`src/rtl/audio_pkg.sv`:
```
// Shared types and constants for the PDM audio recorder.
package audio_pkg;

    localparam int SAMPLE_W = 16;

    typedef enum logic [1:0] {
        IDLE       = 2'd0,
        RECORD     = 2'd1,
        PLAY_FETCH = 2'd2,
        PLAY_WAIT  = 2'd3
    } rec_state_t;

endpackage

```
`src/rtl/sample_addr_counter.sv`:
```
// Sample RAM address counter: synchronous clear, increment, and a flag
// marking the last address of the RAM.
module sample_addr_counter #(
    parameter int ADDR_W = 17
) (
    input  logic              clk,
    input  logic              rst,
    input  logic              clear,
    input  logic              inc,
    output logic [ADDR_W-1:0] count,
    output logic              terminal
);

    // Clear has priority over increment so a restart never skips address 0.
    always_ff @(posedge clk or posedge rst) begin
        if (rst) begin
            count <= '0;
        end else if (clear) begin
            count <= '0;
        end else if (inc) begin
            count <= count + ADDR_W'(1);
        end
    end

    assign terminal = &count;

endmodule

```
`src/rtl/audio_record_ctrl.sv`:
```
// Top-level record/playback sequencer: streams Deserializer samples into the
// sample RAM while recording, and feeds them back to the serializer on playback.
module audio_record_ctrl
    import audio_pkg::*;
#(
    parameter int ADDR_W = 17,
    parameter int DATA_W = SAMPLE_W
) (
    input  logic              clock_i,
    input  logic              reset_i,
    input  logic              start_rec_i,
    input  logic              start_play_i,
    input  logic              stop_i,
    output logic              des_enable_o,
    input  logic              des_done_i,
    input  logic [DATA_W-1:0] des_data_i,
    output logic              mem_we_o,
    output logic [ADDR_W-1:0] mem_addr_o,
    output logic [DATA_W-1:0] mem_wdata_o,
    input  logic [DATA_W-1:0] mem_rdata_i,
    output logic              ser_enable_o,
    output logic [DATA_W-1:0] ser_data_o,
    input  logic              ser_done_i,
    output logic [ADDR_W:0]   rec_len_o,
    output logic [1:0]        state_o
);

    localparam logic [ADDR_W:0]   LEN_ONE  = (ADDR_W+1)'(1);
    localparam logic [ADDR_W:0]   LEN_FULL = LEN_ONE << ADDR_W;
    localparam logic [ADDR_W-1:0] ADDR_ONE = ADDR_W'(1);

    rec_state_t        state;
    logic [ADDR_W-1:0] addr;
    logic              addr_tc;
    logic              addr_clear;
    logic              addr_inc;
    logic              play_last;

    sample_addr_counter #(
        .ADDR_W(ADDR_W)
    ) u_addr (
        .clk      (clock_i),
        .rst      (reset_i),
        .clear    (addr_clear),
        .inc      (addr_inc),
        .count    (addr),
        .terminal (addr_tc)
    );

    assign play_last = ({1'b0, addr} == (rec_len_o - LEN_ONE));
    assign state_o   = state;

    // Address counter control: restart on any accepted start, advance after
    // each accepted write or each sample the serializer takes (except the last).
    always_comb begin
        addr_clear = 1'b0;
        addr_inc   = 1'b0;
        case (state)
            IDLE: begin
                addr_clear = start_rec_i | (start_play_i & (rec_len_o != '0));
            end
            RECORD: begin
                if (stop_i) begin
                    addr_inc = des_done_i;
                end else if (start_rec_i) begin
                    addr_clear = 1'b1;
                end else begin
                    addr_inc = des_done_i;
                end
            end
            PLAY_WAIT: begin
                addr_inc = ~stop_i & ser_enable_o & ser_done_i & ~play_last;
            end
            default: begin
                addr_clear = 1'b0;
                addr_inc   = 1'b0;
            end
        endcase
    end

    // Sequencer FSM with all outputs registered; the write strobe defaults low
    // so a single des_done_i can only ever produce one write cycle.
    always_ff @(posedge clock_i or posedge reset_i) begin
        if (reset_i) begin
            state        <= IDLE;
            des_enable_o <= 1'b0;
            mem_we_o     <= 1'b0;
            mem_addr_o   <= '0;
            mem_wdata_o  <= '0;
            ser_enable_o <= 1'b0;
            ser_data_o   <= '0;
            rec_len_o    <= '0;
        end else begin
            mem_we_o <= 1'b0;
            case (state)
                IDLE: begin
                    if (start_rec_i) begin
                        state        <= RECORD;
                        des_enable_o <= 1'b1;
                    end else if (start_play_i && (rec_len_o != '0)) begin
                        state      <= PLAY_FETCH;
                        mem_addr_o <= '0;
                    end
                end
                RECORD: begin
                    if (stop_i) begin
                        if (des_done_i) begin
                            mem_we_o    <= 1'b1;
                            mem_addr_o  <= addr;
                            mem_wdata_o <= des_data_i;
                        end
                        rec_len_o    <= {1'b0, addr} + (des_done_i ? LEN_ONE : '0);
                        state        <= IDLE;
                        des_enable_o <= 1'b0;
                    end else if (!start_rec_i && des_done_i) begin
                        mem_we_o    <= 1'b1;
                        mem_addr_o  <= addr;
                        mem_wdata_o <= des_data_i;
                        if (addr_tc) begin
                            rec_len_o    <= LEN_FULL;
                            state        <= IDLE;
                            des_enable_o <= 1'b0;
                        end
                    end
                end
                PLAY_FETCH: begin
                    if (stop_i) begin
                        state        <= IDLE;
                        ser_enable_o <= 1'b0;
                    end else begin
                        state <= PLAY_WAIT;
                    end
                end
                PLAY_WAIT: begin
                    if (stop_i) begin
                        state        <= IDLE;
                        ser_enable_o <= 1'b0;
                    end else if (!ser_enable_o) begin
                        ser_data_o   <= mem_rdata_i;
                        ser_enable_o <= 1'b1;
                    end else if (ser_done_i) begin
                        ser_enable_o <= 1'b0;
                        if (play_last) begin
                            state <= IDLE;
                        end else begin
                            state      <= PLAY_FETCH;
                            mem_addr_o <= addr + ADDR_ONE;
                        end
                    end
                end
                default: begin
                    state <= IDLE;
                end
            endcase
        end
    end

endmodule
```
`config.mk`:
```
export PLATFORM = sky130hd
export DESIGN_NAME = audio_record_ctrl
export DESIGN_NICKNAME = d
export VERILOG_FILES = /design/src/rtl/audio_pkg.sv /design/src/rtl/sample_addr_counter.sv /design/src/rtl/audio_record_ctrl.sv
export SDC_FILE = /design/constraint.sdc
export NUM_CORES = 1
export LEC_CHECK = 0
export ABC_AREA = 1
export CAP_MARGIN = 20
export CORE_MARGIN = 5
export CORE_UTILIZATION = 53
export CTS_BUF_LIST = sky130_fd_sc_hd__clkbuf_8
export DETAILED_ROUTE_END_ITERATION = 7
export PLACE_DENSITY_LB_ADDON = 0.2
export SLEW_MARGIN = 20
export SYNTH_ARGS = -nofsm -noshare
export SYNTH_HDL_FRONTEND = slang
export SYNTH_SLANG_ARGS = --single-unit
```
`constraint.sdc`:
```
create_clock -name clock_i -period 3.95 [get_ports clock_i]
set_clock_uncertainty 0.2 [all_clocks]
set_input_delay 0.79 -clock clock_i [delete_from_list [all_inputs] [get_ports clock_i]]
set_output_delay 0.79 -clock clock_i [all_outputs]
set_load 0.01 [all_outputs]
```
### After elaboration in Yosys (flattened, before gate mapping)

Cells that the tools add are included.

* register bits: 89
* output and inout port bits: 72
* logic and storage cells: 108

* add/subtract/negate cells: 3
* equal/unequal tests: 19
* muxes and demuxes: 50
* bitwise operators: 8
* reduce and logical (&&, ||, !) cells: 19

Operators by type and width (number)
* two-way mux 17 bit: 11
* two-way mux 18 bit: 3
* case mux 17 bit (3 select lines): 1
* two-way mux 16 bit: 3
* two-way mux 2 bit: 10
* adder 17 x 1 -> 18 bit: 1
* == test 17 x 18 -> 1 bit: 1
* != test 3 bit, second input constant: 6
* nonzero test 18 bit: 1
* subtractor 18 x 1 -> 18 bit, second input constant: 1
* adder 17 x 1 -> 17 bit, second input constant: 1
* two-way mux 1 bit: 17
* AND reduction 17 bit: 1
* != test 2 bit, second input constant: 8
* nonzero test 2 bit: 5
* AND reduction 3 bit: 3
* AND reduction 9 bit: 1
* case mux 1 bit (2 select lines): 4
* case mux 2 bit (4 select lines): 1
* AND reduction 5 bit: 1
* bitwise AND 1 bit: 4
* == test 2 bit, second input constant: 2
* AND reduction 4 bit: 1
* NOT 1 bit: 3
* 8 further kinds: 9

### Logic depth before layout (Yosys ltp)

Gate-level depths: netlist (run 1).

* word-level depth: 7
* depth in mapped cells: 18

### Modules after synthesis

A second synthesis (run 1) with hierarchy kept.

* cell total of the unflattened synthesis: 714
* area total of the unflattened synthesis: 5322.6 µm²

Modules (own cells, without submodules)
* audio_record_ctrl: times used 1, cells each 583, area an instance 4330.4 µm², seq. area each 1801.7 µm²
* sample_addr_counter: times used 1, cells each 131, area an instance 992.2 µm², seq. area each 425.4 µm²

### Worst setup path before layout (run 1)

No wires, ideal clock.

* path type: register to register
* start: reg u_addr.count[11]
* end: reg rec_len_o[13]
* data arrival time: 2.091 ns
* required time: 3.610 ns
* path slack: 1.519 ns
* cell stages (with the launch flop): 12
* path buffers: 2
* cell sequence: dfrtp_1 -> clkbuf_2 -> inv_1 -> nor3_1 -> nand3_1 -> nor3_1 -> ha_1 -> or2_2 -> nand2_1 -> inv_1 -> clkbuf_1 -> o32ai_1

* cells in the longest elaborated chain, start to end: 3
* elaborated cells on any way between the ends: 5

Ends and longest elaborated chain
* start: declaration: RTL line sample_addr_counter.sv:10 `output logic [ADDR_W-1:0] count,`
* start signal: assignment: RTL line sample_addr_counter.sv:21 `count <= count + ADDR_W'(1);`
* branches (longest 3 deep; another with adder 17 x 1 -> 18 bit)
* end signal: assignment: RTL line audio_record_ctrl.sv:112 `rec_len_o <= {1'b0, addr} + (des_done_i ? LEN_ONE : '0);`
* end: declaration: RTL line audio_record_ctrl.sv:24 `output logic [ADDR_W:0] rec_len_o,`

Parallel ways; which one is timed is not known.
A chain may end at the register's enable or synchronous reset.

### Worst setup path in the final report (run 1)

* start: reg u_addr.count[11]
* end: reg rec_len_o[5]

* cells in the longest elaborated chain, start to end: 3

Ends and longest elaborated chain
* AND reduction 17 bit: RTL line sample_addr_counter.sv:25 `assign terminal = &count;`
* nonzero test 2 bit (no source line)
* AND reduction 3 bit (no source line)

No other way between the ends.

==> summary.md, run 1 <==
| Metric | Value |
|---|---|
| Status | `finished, final reports clean` |
| Setup tns final | `0 ns` |
| Endpoints failing setup | `0` |
| Post-CTS Setup Repair Bufs | `0` |
| Worst path slowest cell | `nor3_1` |
| Worst path bufs/invs | `2` |
| Area grow syn2layout | `26.1%` |
| Synth top area cells | `dfrtp_1, nand2_1, inv_1` |
| DP HPWL | `11.1 mm` |
| Clock Power Share | `16.2%` |
| Ys flop type | `dfrtp_1` |
| First-pass GRT wire length | `23.6 mm` |
| Switching part of the total | `41.8%` |
| Rel. slew slack | `48.1%` |
| Pin count of the biggest net entering global routing | `36` |
| I/O pin cnt | `111` |
| Yosys cell types | `38` |
| Die Width | `109 um` |
| Final worst path period need | `3.09 ns` |
| Max_cap viols | `0` |
| Core region area | `9680 um^2` |
| Kind of critical path | `register to register` |
| Via count | `4967` |
| Cells on worst reg2reg path | `9` |
| Final Hold Viols | `0` |
| Delay-heaviest family, CP | `simple AND/OR/NAND/NOR gates` |
| CTS tree | `done` |
| Synth Instances | `679` |
| CP max stage delay | `0.52 ns` |
| Sequential power share | `33.9%` |
| Worst setup SP type | `register` |
| Unrepaired setup endpoints after global routing | `false` |
| Crit path DAT | `3.10 ns` |
| Post-Syn Area per Cell | `7.66 um^2` |
| Clock Latency Late Sink | `0.36 ns` |
| Ys Warns | `0` |
| Initial antenna violation count | `0` |
| Final ANT Viol Nets | `0` |
| All-Layer GR Usage | `25.3%` |
| Leakage | `3.18 nW` |
| Initial drt markers | `281` |
| Vias in the first global route | `5044` |
| Crit-path cells | `inv_1 -> nor3_1 -> nand3_1 -> nor3_1 -> ha_1 -> or2_2 -> nand2_1 -> inv_1 -> o32ai_1` |
| Slew @ Worst Pin | `0.776 ns` |
| Root Buffer | `clkbuf_8` |
| Worst endpoint required time | `3.96 ns` |
| Clk pin slew, worst setup/hold paths | `0.09 ns` |
| Power per standard cell area | `590 nW/um^2` |
| Die area | `11900 um^2` |
| Final Wtd Congestion | `0.920` |
| Drt drc | `0` |
| First drt pass iteration count | `5` |
| Chip height | `109 um` |
| Yosys reg bits | `89` |
| Async set or reset register ratio after synthesis | `100%` |
| Cts bufs inserted | `9` |
| Hold-fix buffers, CTS | `0` |
| Share of cells above drive strength 1 | `8.28%` |
| Synthesized area | `5200 um^2` |
| Max clock buf depth | `2` |
| HP Class | `register to register` |
| Routed WL | `14.5 mm` |
| Most area-hungry cell type in the Yosys netlist | `dfrtp_1` |
| Cell count along the critical path | `9` |
| Final worst slack | `0.861 ns` |
| Antenna Cells | `0` |
| Largest fanout on the critical path | `14` |
| Vias per cell | `5.41` |
| IO Port Bufs | `110` |
| Final Cycle Share | `78.2%` |
| Post-Route Utilization | `67.8%` |
| Placement Setup Slack | `0.736 ns` |
| Internal power | `0.00226 W` |
| Hold slack | `0.273 ns` |
| CTS-repair resized insts | `0` |
| Max Slew Vio Count | `0` |
| Peak VDD IR | `0.399 mV` |
| Net Sw Power | `0.00162 W` |
| Worst Hold Depth | `2` |
| Initial Util | `53.7%` |
| Drt wl/cell | `15.8 um` |
| Depth of the CTS H-tree | `3` |
| Logic gate share of total power | `49.8%` |
| Placement-stage cell area | `6370 um^2` |
| Post-synthesis sequential area ratio | `42.8%` |
| Share of the synthesized area in the top cell type | `42.8%` |
| Row count | `36` |
| Clk sinks | `89` |
| Number of flops mapped to enable cells by yosys | `0` |
| Fmax | `324 MHz` |
| Fin nets | `825` |
| Post-Layout Inst Area | `6560 um^2` |
| Grt ovf | `0` |
| Synthesized Nets | `724` |
| CP endpoint kind | `register` |
-- kinds of logic after synthesis --
kind of cell | Yosys count | share of synthesized area, %
adders and majority gates | 6 | 1.44
DFF | 89 | 42.8
muxes | 16 | 3.46
xor gates and xnor gates | 34 | 5.72
and+or+nand+nor | 379 | 32.1
AOI/OAI and AO/OA | 59 | 6.80
buffers and inverters | 96 | 7.69
-- flip-flops by register name, indices dropped and copies added (netlist names) --
register,cells
des_enable_o,1
mem_addr_o,17
mem_wdata_o,16
mem_we_o,1
rec_len_o,18
ser_data_o,16
ser_enable_o,1
state_o,2
u_addr.count,17
-- final timing paths --
check                                 start              to  slack, ns
min in group asynchronous           reset_i   ser_data_o[2]       0.49
max                        u_addr.count[11]    rec_len_o[5]       0.86
min                          mem_wdata_o[6]  mem_wdata_o[6]       0.27
min reg2reg                  mem_wdata_o[6]  mem_wdata_o[6]       0.27
max reg2reg                u_addr.count[11]    rec_len_o[5]       0.86
max in group asynchronous           reset_i   rec_len_o[14]       2.27
-- placed cells by master, fill, tap and decap left out, drive strengths merged --
| cell | count |
|---|---|
| clkinvlp | 1 |
| nor4 | 3 |
| nand2 | 232 |
| a22oi | 1 |
| ha | 6 |
| mux2 | 16 |
| a31oi | 1 |
| clkbuf | 9 |
| o21ai | 26 |
| nor2 | 68 |
| dfrtp | 89 |
| nand4 | 21 |
| o21bai | 1 |
| a22o | 2 |
| o211ai | 2 |
| clkinv | 5 |
| xor2 | 25 |
| o32ai | 2 |
| clkdlybuf4s50 | 110 |
| buf | 3 |
| bufinv | 1 |
| o22ai | 17 |
| inv | 73 |
| nand3b | 2 |
| nand3 | 42 |
| or2 | 1 |
| xnor2 | 9 |
| nor3 | 10 |
| a21oi | 7 |
-- routing by layer --
metal	share of wire [%]	vias to the layer above	track usage (%)
met1	40	2336	30.0
met4	3.5	0	11.4
met5	0	-	0
met2	48	219	42.5
met3	8.3	37	7.10
li1	-	2375	-
-- worst reg2reg max path: cells and delay by family (launching register included) --
kind | cells | cell delay (ns)
simple gates | 5 | 1.27
buf+inv | 2 | 0.57
flops | 1 | 0.51
fa+ha+maj | 1 | 0.21
compound gates | 1 | 0.17
-- stage by stage --
stage,power [W],cells
final,0.00387,918
after floorplan,0.00251,679
after global placement,0.00318,902
after CTS,0.00389,918
after global routing,0.00414,918
after detailed placement,0.00325,902
-- final cells by class --
class	count	area (um^2)
well taps	133	166
repair buffers	113	1120
flip-flops and latches	89	2230
inverters	73	275
fillers	816	3120
clock buffers	9	124
multi-input cells	494	2580
clock inverters	7	71.3
-- power by group through the flow --
stage	Combinational (W)	Clock, W	Sequential [W]
floorplan	0.00111	0	0.00140
global placement	0.00187	0	0.00132
detailed placement	0.00192	0	0.00133
CTS	0.00193	0.000642	0.00132
global route	0.00212	0.000672	0.00135
finish	0.00193	0.000628	0.00131
-- synthesized netlist by cell type (16+ instances only) --
cell type    n
o22ai_1     17
o21ai_0     25
nand3_1     42
nand4_1     21
nor2_1      58
xor2_1      25
mux2_2      16
nand2_1    219
inv_1       66
dfrtp_1     89
Power figures use the tool's default switching activity.
==> run 2, diff against run 1 <==
==> constraint.sdc (replaced) <==
create_clock -name clock_i -period 3.1 [get_ports clock_i]
set_clock_uncertainty 0.2 [all_clocks]
set_input_delay 0.62 -clock clock_i [delete_from_list [all_inputs] [get_ports clock_i]]
set_output_delay 0.62 -clock clock_i [all_outputs]
set_load 0.01 [all_outputs]
==> run 2 against run 1 <==
  * Count of clock-buffer cells in the layout is 1 higher
  * Via count hardly changed
  * Worst hold slack better by 0.0060 ns
  * Global-route usage is 0.19 points higher
  * Final cell count is 0.98% higher
  * Power is 28% higher
  * Non-clock buffer count is 10 higher
  * Combinational power is 29% higher
  * Sequential cell count stayed put
  * Critical path depth is 6 higher
  * Clock power is 28% higher
==> summary.md, run 2 (synthesized netlist as in run 1, its figures left out) <==
| Metric | Value |
|---|---|
| Status | `finished, final reports clean (unchanged)` |
| Vias per cell | `5.36 (was 5.41)` |
| All-Layer GR Usage | `25.4% (was 25.3%)` |
| Clk pin slew, worst setup/hold paths | `0.09 ns (about the same)` |
| I/O pin cnt | `111 (unchanged)` |
| Slew @ Worst Pin | `0.744 ns (was 0.776 ns)` |
| Die Width | `109 um (unchanged)` |
| Endpoints failing setup | `0 (unchanged)` |
| Worst path slowest cell | `dfrtp_1 (was nor3_1)` |
| Most common cell after layout, fill and taps aside | `nand2_1 (unchanged)` |
| Drt drc | `0 (unchanged)` |
| DP HPWL | `11.1 mm (about the same)` |
| Depth of the CTS H-tree | `3 (unchanged)` |
| Cts bufs inserted | `9 (unchanged)` |
| Most frequent cells in the layout | `nand2_1, clkdlybuf4s50_1, dfrtp_1 (unchanged)` |
| Worst setup SP type | `register (unchanged)` |
| Max_cap viols | `0 (unchanged)` |
| Final Cycle Share | `85.6% (was 78.2%)` |
| Crit path DAT | `2.69 ns (was 3.10 ns)` |
| Largest fanout on the critical path | `18 (was 14)` |
| Core region area | `9680 um^2 (unchanged)` |
| First drt pass iteration count | `6 (was 5)` |
| Fin nets | `835 (was 825)` |
| Final worst path period need | `2.65 ns (was 3.09 ns)` |
| Setup tns final | `0 ns (unchanged)` |
| Hold-fix buffers, CTS | `0 (unchanged)` |
| Worst Hold Depth | `2 (unchanged)` |
| Unrepaired setup endpoints after global routing | `false (unchanged)` |
| RR Endpoint | `u_addr.count[1] (was rec_len_o[5])` |
| GRT busiest layer | `met2 (unchanged)` |
| HP Class | `register to register (unchanged)` |
| Cells on worst reg2reg path | `15 (was 9)` |
| RR Startpoint | `rec_len_o[0] (was u_addr.count[11])` |
| CP endpoint kind | `register (unchanged)` |
| Row count | `36 (unchanged)` |
| Worst endpoint required time | `3.13 ns (was 3.96 ns)` |
| Chip height | `109 um (unchanged)` |
| Share of cells above drive strength 1 | `9.45% (was 8.28%)` |
| Leakage | `3.24 nW (was 3.18 nW)` |
| Routed WL | `14.5 mm (about the same)` |
| Initial antenna violation count | `0 (unchanged)` |
| Rel. slew slack | `49.9% (was 48.1%)` |
| Vias in the first global route | `4871 (was 5044)` |
| Delay-heaviest family, CP | `simple AND/OR/NAND/NOR gates (unchanged)` |
| Grt ovf | `0 (unchanged)` |
| CP max stage delay | `0.41 ns (was 0.52 ns)` |
| Kind of critical path | `register to register (unchanged)` |
| Crit path top cell by count | `nand2_1` |
| Cell count along the critical path | `15 (was 9)` |
| Crit-path cells | `inv_1 -> ha_1 -> nand2_2 -> nor2_4 -> nand2_1 -> nand3_1 -> nand2_1 -> nor2_1 -> nand2_1 -> nor2_1 -> nand2_2 -> nand2_4 -> nand2_4 -> nand2_1 -> nand2_1 (was inv_1 -> nor3_1 -> nand3_1 -> nor3_1 -> ha_1 -> or2_2 -> nand2_1 -> inv_1 -> o32ai_1)` |
| Initial Util | `53.7% (unchanged)` |
| Post-Layout Inst Area | `6680 um^2 (was 6560 um^2)` |
| Final Hold Viols | `0 (unchanged)` |
| Power per standard cell area | `742 nW/um^2 (was 590 nW/um^2)` |
| Worst setup path end | `u_addr.count[1] (was rec_len_o[5])` |
| Placement-stage cell area | `6480 um^2 (was 6370 um^2)` |
| CTS tree | `done (unchanged)` |
| First-pass GRT wire length | `23.7 mm (was 23.6 mm)` |
| Largest Register | `rec_len_o (unchanged)` |
| Clock Latency Late Sink | `0.35 ns (was 0.36 ns)` |
| Root Buffer | `clkbuf_8 (unchanged)` |
| Antenna Cells | `0 (unchanged)` |
| Grt met2 use | `41.6% (was 42.5%)` |
| Met1 global-route usage | `32.6% (was 30.0%)` |
| Die area | `11900 um^2 (unchanged)` |
| Max reg flops | `18 (unchanged)` |
| Max clock buf depth | `2 (unchanged)` |
| Via count | `4965 (was 4967)` |
| Initial drt markers | `316 (was 281)` |
| Final ANT Viol Nets | `0 (unchanged)` |
| Post-CTS Setup Repair Bufs | `0 (unchanged)` |
| Fmax | `377 MHz (was 324 MHz)` |
| Peak VDD IR | `0.497 mV (was 0.399 mV)` |
| GR Layer Usage met3 | `6.04% (was 7.10%)` |
| Worst path bufs/invs | `1 (was 2)` |
| Max Slew Vio Count | `0 (unchanged)` |
| CP startpoint | `rec_len_o[0] (was u_addr.count[11])` |
| Biggest regs | `rec_len_o: 18 flops, mem_addr_o: 17 flops, u_addr.count: 17 flops (unchanged)` |
| Internal reg-to-reg setup slack | `0.45 ns (was 0.86 ns)` |
| Clk sinks | `89 (unchanged)` |
| CTS-repair resized insts | `0 (unchanged)` |
| Area grow syn2layout | `28.3% (was 26.1%)` |
| IO Port Bufs | `110 (unchanged)` |
| Pin count of the biggest net entering global routing | `38 (was 36)` |
| Drt wl/cell | `15.7 um (was 15.8 um)` |
| Final Wtd Congestion | `0.936 (was 0.920)` |
| Design Power | `0.00496 W (was 0.00387 W)` |
## run 2: worst reg2reg max path: stages (launching register included)
cell and delay, ns:
dfrtp_1 0.41, inv_1 0.14, ha_1 0.29, nand2_2 0.15, nor2_4 0.15, nand2_1 0.07, nand3_1 0.08, nand2_1 0.06
nor2_1 0.08, nand2_1 0.06, nor2_1 0.12, nand2_2 0.13, nand2_4 0.22, nand2_4 0.19, nand2_1 0.12, nand2_1 0.06
## run 2: power breakdown
group          total [W]  switching, W  internal [W]
Sequential       0.00167      0.000221       0.00145
Clock           0.000802      0.000412      0.000389
Combinational    0.00249       0.00141       0.00108
## run 2: through the flow
step | instances | setup slack [ns] | util (%) | hold slack (ns)
2_1_floorplan | 679 | 0.669 | - | 0.305
3_3_place_gp | 912 | 0.356 | 67.0 | 0.254
3_5_place_dp | 912 | 0.250 | 67.0 | 0.258
4_1_cts | 927 | 0.431 | 68.9 | 0.285
5_1_grt | 927 | 0.150 | 68.9 | 0.298
6_report | 927 | 0.445 | 68.9 | 0.279
## run 2: cell type report
| type | count | area (um^2) |
|---|---|---|
| tap | 133 | 166 |
| clock buffer | 10 | 138 |
| multi-input combinational | 494 | 2580 |
| timing repair buffer | 123 | 1240 |
| sequential | 89 | 2230 |
| inverter | 73 | 278 |
| clock inverter | 5 | 55.1 |
| fill | 797 | 3010 |
## run 2: how the worst min path moves through the flow
| stage | from | to | slack [ns] |
|---|---|---|---|
| after floorplan | mem_addr_o[0] | mem_addr_o[0] | 0.31 |
| final | mem_wdata_o[10] | mem_wdata_o[10] | 0.28 |
| after global placement | mem_wdata_o[2] | mem_wdata_o[2] | 0.25 |
| after global routing | mem_addr_o[0] | mem_addr_o[0] | 0.30 |
| after CTS | mem_wdata_o[2] | mem_wdata_o[2] | 0.28 |
| after detailed placement | mem_wdata_o[5] | mem_wdata_o[5] | 0.26 |
## run 2: routing by layer
| layer | wire (um) | vias up |
|---|---|---|
| met1 | 5980 | 2327 |
| met4 | 408 | 0 |
| li1 | - | 2402 |
| met3 | 1180 | 36 |
| met5 | 0 | - |
| met2 | 6950 | 200 |
==> run 3, diff against run 2 <==
--- a/config.mk
+++ b/config.mk
@@ -7,7 +7,7 @@
 export LEC_CHECK = 0
 export ABC_AREA = 1
 export CAP_MARGIN = 20
-export CORE_MARGIN = 5
+export CORE_MARGIN = 4
 export CORE_UTILIZATION = 53
 export CTS_BUF_LIST = sky130_fd_sc_hd__clkbuf_8
 export DETAILED_ROUTE_END_ITERATION = 7
@@ -15,4 +15,5 @@
 export SLEW_MARGIN = 20
 export SYNTH_ARGS = -nofsm -noshare
 export SYNTH_HDL_FRONTEND = slang
+export SYNTH_HIERARCHICAL = 1
 export SYNTH_SLANG_ARGS = --single-unit
==> run 3 against run 2 <==
  * Setup slack got worse by 0.23 ns
  * Clock power decreased by 6.6%
  * Die area decreased by 1.6%
  * Synthesized cell count increased by 5.2%
  * Critical endpoint is now u_addr/count[12]
  * Highest routed layer unchanged
  * First-iteration DRC count increased by 47%
==> summary.md, run 3 <==
| Metric | Value |
|---|---|
| Status | `finished, final reports clean (unchanged)` |
| Final Cycle Share | `93.2% (was 85.6%)` |
| Leakage | `3.32 nW (was 3.24 nW)` |
| GRT busiest layer | `met2 (unchanged)` |
| Clock Latency Late Sink | `0.37 ns (was 0.35 ns)` |
| DP HPWL | `12.1 mm (was 11.1 mm)` |
| Synth top area cells | `dfrtp_1, nand2_1, nor2_1 (was dfrtp_1, nand2_1, inv_1)` |
| Most frequent cells in the layout | `nand2_1, clkdlybuf4s50_1, nor2_1 (was nand2_1, clkdlybuf4s50_1, dfrtp_1)` |
| Drt wl/cell | `15.8 um (was 15.7 um)` |
| Reg area | `2230 um^2 (unchanged)` |
| Routed WL | `15.5 mm (was 14.5 mm)` |
| All-Layer GR Usage | `27.8% (was 25.4%)` |
| Placed cells | `968 (was 912)` |
| Via count | `5306 (was 4965)` |
| Initial drt markers | `466 (was 316)` |
| Internal reg-to-reg setup slack | `0.21 ns (was 0.45 ns)` |
| Die area | `11700 um^2 (was 11900 um^2)` |
| I/O pin cnt | `111 (unchanged)` |
| Max_cap viols | `0 (unchanged)` |
| CTS tree | `done (unchanged)` |
| Rel. slew slack | `53.7% (was 49.9%)` |
| Unrepaired setup endpoints after global routing | `false (unchanged)` |
| Post-synthesis sequential area ratio | `41.8% (was 42.8%)` |
| Power per standard cell area | `750 nW/um^2 (was 742 nW/um^2)` |
| Max reg flops | `18 (unchanged)` |
| Antenna Cells | `0 (unchanged)` |
| Number of flops mapped to enable cells by yosys | `0 (unchanged)` |
| Post-CTS Setup Repair Bufs | `0 (unchanged)` |
| Top-count cell post-synth | `nand2_1 (unchanged)` |
| Area taken by multi-input logic gates | `2700 um^2 (was 2580 um^2)` |
| Peak VDD IR | `0.509 mV (was 0.497 mV)` |
| Worst endpoint required time | `3.20 ns (was 3.13 ns)` |
| Met1 global-route usage | `37.6% (was 32.6%)` |
| Yosys cell types | `42 (was 38)` |
| Max Slew Vio Count | `0 (unchanged)` |
| Initial antenna violation count | `0 (unchanged)` |
| Fillcell total | `804 (was 797)` |
| Ys Warns | `6 (was 0)` |
| Largest Register | `rec_len_o (unchanged)` |
| Most area-hungry cell type in the Yosys netlist | `dfrtp_1 (unchanged)` |
| Drt drc | `0 (unchanged)` |
| Synthesized area | `5320 um^2 (was 5200 um^2)` |
| Pin count of the biggest net entering global routing | `45 (was 38)` |
| HP Class | `register to register (unchanged)` |
| Synth cell count leaders | `nand2_1, nor2_1, dfrtp_1 (was nand2_1, dfrtp_1, inv_1)` |
| Share of cells above drive strength 1 | `10.8% (was 9.45%)` |
| Clk pin slew, worst setup/hold paths | `0.09 ns (about the same)` |
| Core region area | `9770 um^2 (was 9680 um^2)` |
| Non-Filler Instances | `984 (was 927)` |
| Largest fanout on the critical path | `5 (was 18)` |
| Synth Instances | `714 (was 679)` |
| Die Width | `108 um (was 109 um)` |
| Grt met2 use | `45.9% (was 41.6%)` |
| Final worst path period need | `2.89 ns (was 2.65 ns)` |
| Slew @ Worst Pin | `0.692 ns (was 0.744 ns)` |
| Initial Util | `54.5% (was 53.7%)` |
| Setup tns final | `0 ns (unchanged)` |
| Kind of critical path | `register to register (unchanged)` |
| Cells on worst reg2reg path | `16 (was 15)` |
| Endpoints failing setup | `0 (unchanged)` |
| Max clock buf depth | `2 (unchanged)` |
| Area grow syn2layout | `29.4% (was 28.3%)` |
| CP startpoint | `rec_len_o[1] (was rec_len_o[0])` |
| GR Layer Usage met3 | `4.18% (was 6.04%)` |
| Fin nets | `891 (was 835)` |
| Cts bufs inserted | `9 (unchanged)` |
| Vias per cell | `5.39 (was 5.36)` |
| Clk sinks | `89 (unchanged)` |
| Grt ovf | `0 (unchanged)` |
| Final Hold Viols | `0 (unchanged)` |
| Final Wtd Congestion | `0.985 (was 0.936)` |
| Hold-fix buffers, CTS | `0 (unchanged)` |
| Depth of the CTS H-tree | `3 (unchanged)` |
| Share of the synthesized area in the top cell type | `41.8% (was 42.8%)` |
| Ys flop type | `dfrtp_1 (unchanged)` |
| Biggest regs | `rec_len_o: 18 flops, mem_addr_o: 17 flops, u_addr/count: 17 flops (was rec_len_o: 18 flops, mem_addr_o: 17 flops, u_addr.count: 17 flops)` |
| Async set or reset register ratio after synthesis | `100% (unchanged)` |
| IO Port Bufs | `110 (unchanged)` |
| Final ANT Viol Nets | `0 (unchanged)` |
| Row count | `36 (unchanged)` |
| Chip height | `108 um (was 109 um)` |
| Yosys reg bits | `89 (unchanged)` |
| Root Buffer | `clkbuf_8 (unchanged)` |
| Worst setup path end | `u_addr/count[12] (was u_addr.count[1])` |
| Worst setup SP type | `register (unchanged)` |
| First-pass GRT wire length | `25.4 mm (was 23.7 mm)` |
| Vias in the first global route | `5244 (was 4871)` |
| RR Startpoint | `rec_len_o[1] (was rec_len_o[0])` |
| CTS-repair resized insts | `0 (unchanged)` |
| Fmax | `346 MHz (was 377 MHz)` |
| Crit path DAT | `2.99 ns (was 2.69 ns)` |
| Most common cell after layout, fill and taps aside | `nand2_1 (unchanged)` |
| Synthesized Nets | `759 (was 724)` |
| First drt pass iteration count | `5 (was 6)` |
| RR Endpoint | `u_addr/count[12] (was u_addr.count[1])` |
| Post-Syn Area per Cell | `7.45 um^2 (was 7.66 um^2)` |
| CP endpoint kind | `register (unchanged)` |
==> run 3: cell count changes in the layout (fill, tap and decap cells not counted), sizes merged, moves of 4 or more <==
cell and delta:
nor2 +35, nand3 +17, inv +15, xor2 -14, a21oi +12, buf +11
nand4 -9, o22ai -9, nand2 -8, nor3 +4
==> run 3: worst max-delay path: stages, from the launching register on <==
cell and delay, ns:
dfrtp_1 0.41, inv_1 0.10, ha_1 0.30, nand3_4 0.13
nor2_4 0.13, nand2_1 0.09, o21ai_1 0.33, inv_1 0.10
nand2_2 0.11, nand3_1 0.19, nor2_4 0.29, inv_4 0.07
nand3_2 0.12, nor2_1 0.06, nand2_1 0.06, nand2_1 0.04
nor2_1 0.09
==> run 3: per-layer routing <==
layer / vias to the layer above / wire [um]
met5: - / 0
met4: 0 / 271
met3: 27 / 1380
met2: 250 / 7600
met1: 2476 / 6270
li1: 2553 / -
==> run 3: through the flow <==
step	worst slack [ns]	area (um^2)	util (%)	power (W)	hold slack, ns
after global routing	0.00828	6890	70.5	0.00556	0.305
after floorplan	0.107	5320	-	0.00336	0.306
after CTS	0.201	6890	70.5	0.00518	0.283
final	0.212	6890	70.5	0.00517	0.281
after detailed placement	0.232	6710	68.6	0.00442	0.257
after global placement	0.307	6710	68.6	0.00434	0.253
==> run 3: layout make-up <==
type | count | share of cell area (%)
Clock inverter | 7 | 0.799
Inverter | 84 | 4.61
Multi-Input combinational cell | 528 | 39.3
Timing Repair Buffer | 134 | 18.8
Tap cell | 133 | 2.42
Clock buffer | 9 | 1.80
Sequential cell | 89 | 32.3
==> run 3: logic make-up after synthesis <==
| group | after synthesis | synth area share [%] |
|---|---|---|
| flops | 89 | 41.8 |
| buf+inv | 97 | 7.36 |
| xor+xnor | 21 | 3.46 |
| simple gates | 418 | 35.2 |
| fa+ha+maj | 6 | 1.41 |
| mux | 16 | 3.38 |
| compound gates | 67 | 7.38 |
==> run 3: worst min path at each step <==
| stage | slack (ns) | from | end | cells after the start |
|---|---|---|---|---|
| after global routing | 0.30 | mem_wdata_o[11] | mem_wdata_o[11] | 2 |
| after CTS | 0.28 | mem_wdata_o[11] | mem_wdata_o[11] | 2 |
| after global placement | 0.25 | mem_wdata_o[9] | mem_wdata_o[9] | 2 |
| after floorplan | 0.31 | mem_addr_o[0] | mem_addr_o[0] | 2 |
| final | 0.28 | mem_wdata_o[11] | mem_wdata_o[11] | 2 |
| after detailed placement | 0.26 | mem_addr_o[14] | mem_addr_o[14] | 2 |
==> run 3: report_power, final <==
part | switching [W] | internal (W) | leakage [nW]
logic | 0.00150 | 0.00121 | 2.06
clock network | 0.000451 | 0.000298 | 0.0852
registers | 0.000261 | 0.00145 | 1.17
total | 0.00221 | 0.00296 | 3.32
